## src/rtl/cpu_types_pkg.sv

```systemverilog
// cpu_types_pkg: shared word, RAM handshake and responder FSM types
package cpu_types_pkg;
  typedef logic [31:0] word_t;
  typedef enum logic [1:0] {FREE = 2'd0, BUSY = 2'd1, ACCESS = 2'd2, ERROR = 2'd3} ramstate_t;
  typedef enum logic [2:0] {IDLE, DACC, IACC, DRESP, IRESP} resp_state_t;
endpackage

```

## src/rtl/access_watchdog.sv

```systemverilog
// access_watchdog: saturating wait counter flagging an over-long RAM access
module access_watchdog #(
  parameter int TIMEOUT = 255,
  localparam int TO_W = $clog2(TIMEOUT + 1)
) (
  input  logic clk,
  input  logic rst,
  input  logic inc,
  input  logic clr,
  output logic expired
);
  logic [TO_W-1:0] cnt_q, cnt_d;
  logic            at_max;
  always_comb begin
    at_max  = cnt_q == TO_W'(TIMEOUT);
    cnt_d   = clr ? '0 : (inc && !at_max) ? cnt_q + 1'b1 : cnt_q;
    expired = at_max;
  end
  always_ff @(posedge clk) begin
    if (rst) cnt_q <= '0;
    else     cnt_q <= cnt_d;
  end
endmodule

```

## src/rtl/mem_responder.sv

```systemverilog
// mem_responder: serves datapath fetches and data accesses over one shared RAM port
module mem_responder
  import cpu_types_pkg::*;
#(
  parameter int TIMEOUT = 255
) (
  input  logic        CLK,
  input  logic        RST,
  input  logic        imemREN,
  input  logic [31:0] imemaddr,
  output logic        ihit,
  output logic [31:0] imemload,
  input  logic        dmemREN,
  input  logic        dmemWEN,
  input  logic [31:0] dmemaddr,
  input  logic [31:0] dmemstore,
  output logic        dhit,
  output logic [31:0] dmemload,
  input  logic        halt,
  output logic        ramREN,
  output logic        ramWEN,
  output logic [31:0] ramaddr,
  output logic [31:0] ramstore,
  input  logic [31:0] ramload,
  input  logic [1:0]  ramstate,
  output logic        err
);
  resp_state_t state_q, state_d;
  word_t       addr_q, addr_d, store_q, store_d, iload_q, iload_d, dload_q, dload_d;
  logic        wr_q, wr_d, err_q, err_d;
  logic        in_acc, inc, clr, expired;
  ramstate_t   rs;
  assign rs = ramstate_t'(ramstate);
  access_watchdog #(.TIMEOUT(TIMEOUT)) u_wd (
    .clk(CLK), .rst(RST), .inc(inc), .clr(clr), .expired(expired)
  );
  always_ff @(posedge CLK) begin
    if (RST) begin
      state_q <= IDLE;
      addr_q  <= '0;
      store_q <= '0;
      wr_q    <= 1'b0;
      iload_q <= '0;
      dload_q <= '0;
      err_q   <= 1'b0;
    end else begin
      state_q <= state_d;
      addr_q  <= addr_d;
      store_q <= store_d;
      wr_q    <= wr_d;
      iload_q <= iload_d;
      dload_q <= dload_d;
      err_q   <= err_d;
    end
  end
  // Data has priority; a halted datapath is never offered another fetch.
  always_comb begin
    state_d = state_q;
    addr_d  = addr_q;
    store_d = store_q;
    wr_d    = wr_q;
    iload_d = iload_q;
    dload_d = dload_q;
    in_acc  = state_q == DACC || state_q == IACC;
    inc     = in_acc && (rs == FREE || rs == BUSY);
    clr     = state_q == DRESP || state_q == IRESP;
    err_d   = err_q || expired || (in_acc && rs == ERROR);
    case (state_q)
      IDLE:
        if (dmemREN || dmemWEN) begin
          state_d = DACC;
          addr_d  = dmemaddr;
          store_d = dmemstore;
          wr_d    = dmemWEN;
        end else if (imemREN && !halt) begin
          state_d = IACC;
          addr_d  = imemaddr;
        end
      DACC:
        if (rs == ACCESS) begin
          state_d = DRESP;
          dload_d = wr_q ? dload_q : ramload;
        end
      IACC:
        if (rs == ACCESS) begin
          state_d = IRESP;
          iload_d = ramload;
        end
      default: state_d = IDLE;
    endcase
  end
  always_comb begin
    ramREN   = (state_q == DACC && !wr_q) || state_q == IACC;
    ramWEN   = state_q == DACC && wr_q;
    ramaddr  = addr_q;
    ramstore = store_q;
    ihit     = state_q == IRESP;
    dhit     = state_q == DRESP;
    imemload = iload_q;
    dmemload = dload_q;
    err      = err_q;
  end
endmodule

```

## config.mk

```make
export PLATFORM = sky130hd
export DESIGN_NAME = mem_responder
export DESIGN_NICKNAME = d
export VERILOG_FILES = /design/src/rtl/cpu_types_pkg.sv /design/src/rtl/access_watchdog.sv /design/src/rtl/mem_responder.sv
export SDC_FILE = /design/constraint.sdc
export NUM_CORES = 1
export LEC_CHECK = 0
export BUFFER_PORTS_ARGS = -buffer_cell sky130_fd_sc_hd__buf_2
export CAP_MARGIN = 20
export CORE_ASPECT_RATIO = 0.75
export CORE_MARGIN = 3
export CORE_UTILIZATION = 48
export DETAILED_ROUTE_END_ITERATION = 16
export PLACE_DENSITY = 0.9
export SLEW_MARGIN = 20
export SYNTH_ARGS = -nofsm -noshare
export SYNTH_HDL_FRONTEND = slang
export SYNTH_HIERARCHICAL = 1
export SYNTH_SLANG_ARGS = --single-unit
```

## constraint.sdc

```tcl
create_clock -name CLK -period 2.34 [get_ports CLK]
set_input_delay 0 -clock CLK [delete_from_list [all_inputs] [get_ports CLK]]
set_output_delay 0 -clock CLK [all_outputs]
set_load 0.02 [all_outputs]
```

==> flow_summary.json <==
{
  "worstRegToRegCells": 5,
  "max_cap_viol_count": 0,
  "routed_wl_mm": 23.0,
  "max-clock-path-buffers": 2,
  "clock_tree_from_tritoncts": "done",
  "n_antenna_cell": 0,
  "grtUsageTotal": 0.304,
  "min_period_over_period": 0.918,
  "tritoncts.num_buffers": 17,
  "drt_drc_violations_left": 0,
  "area_growth_syn_to_layout_pct": 43.0,
  "final_critical_path_setup_slack_ps": 191,
  "power_leakage_nw": 3.79,
  "floorplan.core_area_mm2": 0.0125,
  "finish.net_count": 1178,
  "proportion_of_netlist_area_held_by_the_largest_area_contributor": 0.449,
  "die_y_extent_um": 105,
  "leftover_overflow_at_the_end_of_global_routing": 0,
  "pin_count_of_the_biggest_net_entering_global_routing": 64,
  "worst_setup_hold_path_clk_slew_ps": 70,
  "globalplace.congestion": 0.928,
  "initialDrtViolationCount": 583,
  "timing.critical_path.to": "u_wd/cnt_q[5]$_SDFFE_PP0P_",
  "synth_edf_count": 0,
  "drt_pass_1_iters": 5,
  "io_buffer_count": 268,
  "htree_num_levels": 4,
  "ys_warn_count": 6,
  "detail_route.vias_per_cell": 5.96,
  "clock-root-buffer": "sky130_fd_sc_hd__clkbuf_16",
  "total_half_perimeter_wirelength_after_legalization_and_detailed_placement_mm": 13.7,
  "finClkSkew_ps": 8.69,
  "post_synth_num_cell_types": 48,
  "crit_fanout": 13,
  "worstSkewPairLatency_ps": 410,
  "power_per_cell_area_mw_per_mm2": 770,
  "clock.fmax_mhz": 465,
  "synth_largest_area_cell": "sky130_fd_sc_hd__dfxtp_1",
  "netlist_top_cells_area": "sky130_fd_sc_hd__dfxtp_1 45%, sky130_fd_sc_hd__a21oi_1 8.0%, sky130_fd_sc_hd__nand3_1 7.8%",
  "worstHoldPathType": "in2reg",
  "min_period_ps": 2150,
  "timing.reg2reg.setup_slack_ps": 190,
  "design.die.area_mm2": 0.0145,
  "summed_negative_setup_slack_over_all_endpoints_ps": 0,
  "regToRegEndpoint": "u_wd/cnt_q[5]$_SDFFE_PP0P_",
  "core.rowCount": 35,
  "grt_pass1_wl_mm": 36.3,
  "number_of_routed_nets_with_antenna_violations": 0,
  "slew_violations": 0,
  "power.ir.vdd_worst_mv": 0.577,
  "async_sr_flop_fraction": 0,
  "timing.hold.ws_ps": 56.5,
  "cts.sink_count": 141,
  "final_core_utilization": 0.717,
  "finish.instance_area_mm2": 0.00898,
  "pre_cts_slack_ps": 274,
  "width_of_the_die_um": 138,
  "route.detailed.wl_per_inst_um": 18.8,
  "cp-start-kind": "register",
  "number_of_synthesized_register_bits": 141,
  "initial_antenna_violation_count": 0,
  "fill_cells": 881,
  "worstSetupStartpoint": "state_q[1]$_SDFFE_PP0P_",
  "syn_nets": 886,
  "r2r_start": "state_q[1]$_SDFFE_PP0P_",
  "critical_path.endpoint_type": "register",
  "detailroute.via_count": 7277,
  "post_synth_inst_count": 749,
  "first_global_vias": 6846,
  "worstPathArrival_ps": 2490,
  "post_synthesis_cell_area_mm2": 0.00628,
  "pin_count": 269,
  "setup_viol": 0,
  "synth_flop_cell": "sky130_fd_sc_hd__dfxtp_1",
  "tightest_slew_ps": 674,
  "grt_setup_unrepaired": "false",
  "hold_viol": 0,
  "status": "finished, final reports clean",
  "synth_sequential_area_ratio": 0.449,
  "initial_core_util": 0.502,
  "synthesis.area_per_instance_um2": 8.39,
  "critical_setup_path_kind": "reg2reg",
  "placedInstanceArea_mm2": 0.00772,
  "critPathRequiredTime_ps": 2680,
  "relSlewSlack": 0.539,
  "final_layout_size_suffix_gt1_frac": 0.323
}
[where the power goes]
part	internal (W)	switching, W	total (W)	leakage (nW)
Sequential	0.00257	0.000110	0.00268	1.15
Clock	0.00174	0.00112	0.00285	0.303
Combinational	0.000515	0.000866	0.00138	2.33
Total	0.00482	0.00209	0.00691	3.79
[worst min path at each step]
stage / endpoint / depth (start not counted) / start / slack [ps]
final: ramaddr[0]$_SDFFE_PP0P_ / 4 / dmemaddr[0] / 60
after global routing: ramaddr[16]$_SDFFE_PP0P_ / 4 / dmemaddr[16] / 70
after CTS: ramaddr[0]$_SDFFE_PP0P_ / 4 / dmemaddr[0] / 40
after detailed placement: ramstore[0]$_SDFFE_PP0P_ / 3 / dmemstore[0] / 260
after global placement: ramstore[0]$_SDFFE_PP0P_ / 3 / dmemstore[0] / 260
after floorplan: u_wd/cnt_q[3]$_SDFFE_PP0P_ / 1 / RST / 80
[cells in the mapped netlist, types with 2 or more instances]
| library cell | number |
|---|---|
| sky130_fd_sc_hd__inv_1 | 35 |
| sky130_fd_sc_hd__or3_1 | 2 |
| sky130_fd_sc_hd__buf_6 | 4 |
| sky130_fd_sc_hd__a2111oi_0 | 33 |
| sky130_fd_sc_hd__and3_1 | 2 |
| sky130_fd_sc_hd__o21ai_0 | 98 |
| sky130_fd_sc_hd__buf_2 | 16 |
| sky130_fd_sc_hd__a21oi_1 | 100 |
| sky130_fd_sc_hd__clkbuf_1 | 62 |
| sky130_fd_sc_hd__nor3_1 | 3 |
| sky130_fd_sc_hd__buf_1 | 2 |
| sky130_fd_sc_hd__and2_1 | 2 |
| sky130_fd_sc_hd__o21a_1 | 33 |
| sky130_fd_sc_hd__nand3_1 | 98 |
| sky130_fd_sc_hd__or3b_2 | 2 |
| sky130_fd_sc_hd__and4_1 | 2 |
| sky130_fd_sc_hd__mux2i_1 | 3 |
| sky130_fd_sc_hd__or2_2 | 2 |
| sky130_fd_sc_hd__nand2b_1 | 3 |
| sky130_fd_sc_hd__dfxtp_1 | 141 |
| sky130_fd_sc_hd__nor2b_1 | 3 |
| sky130_fd_sc_hd__nor3b_1 | 34 |
| sky130_fd_sc_hd__nand4_1 | 2 |
| sky130_fd_sc_hd__a211oi_1 | 34 |
| sky130_fd_sc_hd__nand2_1 | 7 |
| sky130_fd_sc_hd__nor2_1 | 4 |
[per-layer routing]
| layer | global-route usage | wire [um] |
|---|---|---|
| met5 | 0 | 0 |
| met2 | 0.502 | 10900 |
| met4 | 0.147 | 1120 |
| met3 | 0.0714 | 2230 |
| met1 | 0.374 | 8700 |
[kinds of logic (layout without fill, tap and decap cells)]
family | count (synthesis) | count (layout) | share of synthesized area
mux | 3 | 3 | 0.00478
compound gates | 308 | 308 | 0.299
simple gates | 175 | 175 | 0.164
xor+xnor | 1 | 1 | 0.00139
flops | 141 | 141 | 0.449
buf+inv | 120 | 425 | 0.0796
fa+ha+maj | 1 | 1 | 0.00199
[sequential cells by signal, summed over array words and instances, names as in the netlist]
register and count:
imemload 32, err 1, state_q 3, wr_q 1
ramstore 32, ramaddr 32, u_wd/cnt_q 8, dmemload 32
[timing repair]
item	4_1_cts	5_1_grt
buffers inserted	0	1
endpoints found under the hold margin	96	0
hold buffers	64	0
gates resized for setup	0	0
setup endpoints to repair	0	1
[stage by stage]
| step | instances | power, W |
|---|---|---|
| finish | 1220 | 0.00691 |
| global route | 1220 | 0.00716 |
| CTS | 1219 | 0.00687 |
| detailed placement | 1123 | 0.00397 |
| global placement | 1123 | 0.00395 |
| floorplan | 749 | 0.00350 |
[critical path, cell delays in order (launching register included)]
cell and delay (ps):
sky130_fd_sc_hd__dfxtp_1 650, sky130_fd_sc_hd__xnor2_1 180, sky130_fd_sc_hd__nor3_1 450, sky130_fd_sc_hd__nand4_2 270
sky130_fd_sc_hd__a211oi_1 320, sky130_fd_sc_hd__mux2i_1 200
[placed cells by master, fill, tap and decap left out, drive strengths merged, types with 19 or more instances in the layout]
cell         Yosys  routed
a2111oi         34      34
a211oi          35      35
a21oi          100     100
buf             22     293
clkbuf          62      19
dfxtp          141     141
dlygate4sd3      0      64
inv             35      42
nand3           98      98
nor3b           35      35
o21a            33      33
o21ai           99      99
[layout make-up]
cell class                      count  area, um2  share of cell area
Sequential cell                   141       2820               0.314
Timing Repair Buffer              357       2200               0.245
Clock inverter                     13        178              0.0198
Multi-Input combinational cell    488       3000               0.334
Clock buffer                       19        443              0.0493
Tap cell                          166        208              0.0231
Inverter                           36        135              0.0150
No activity file was read; power rests on OpenSTA's default activity.
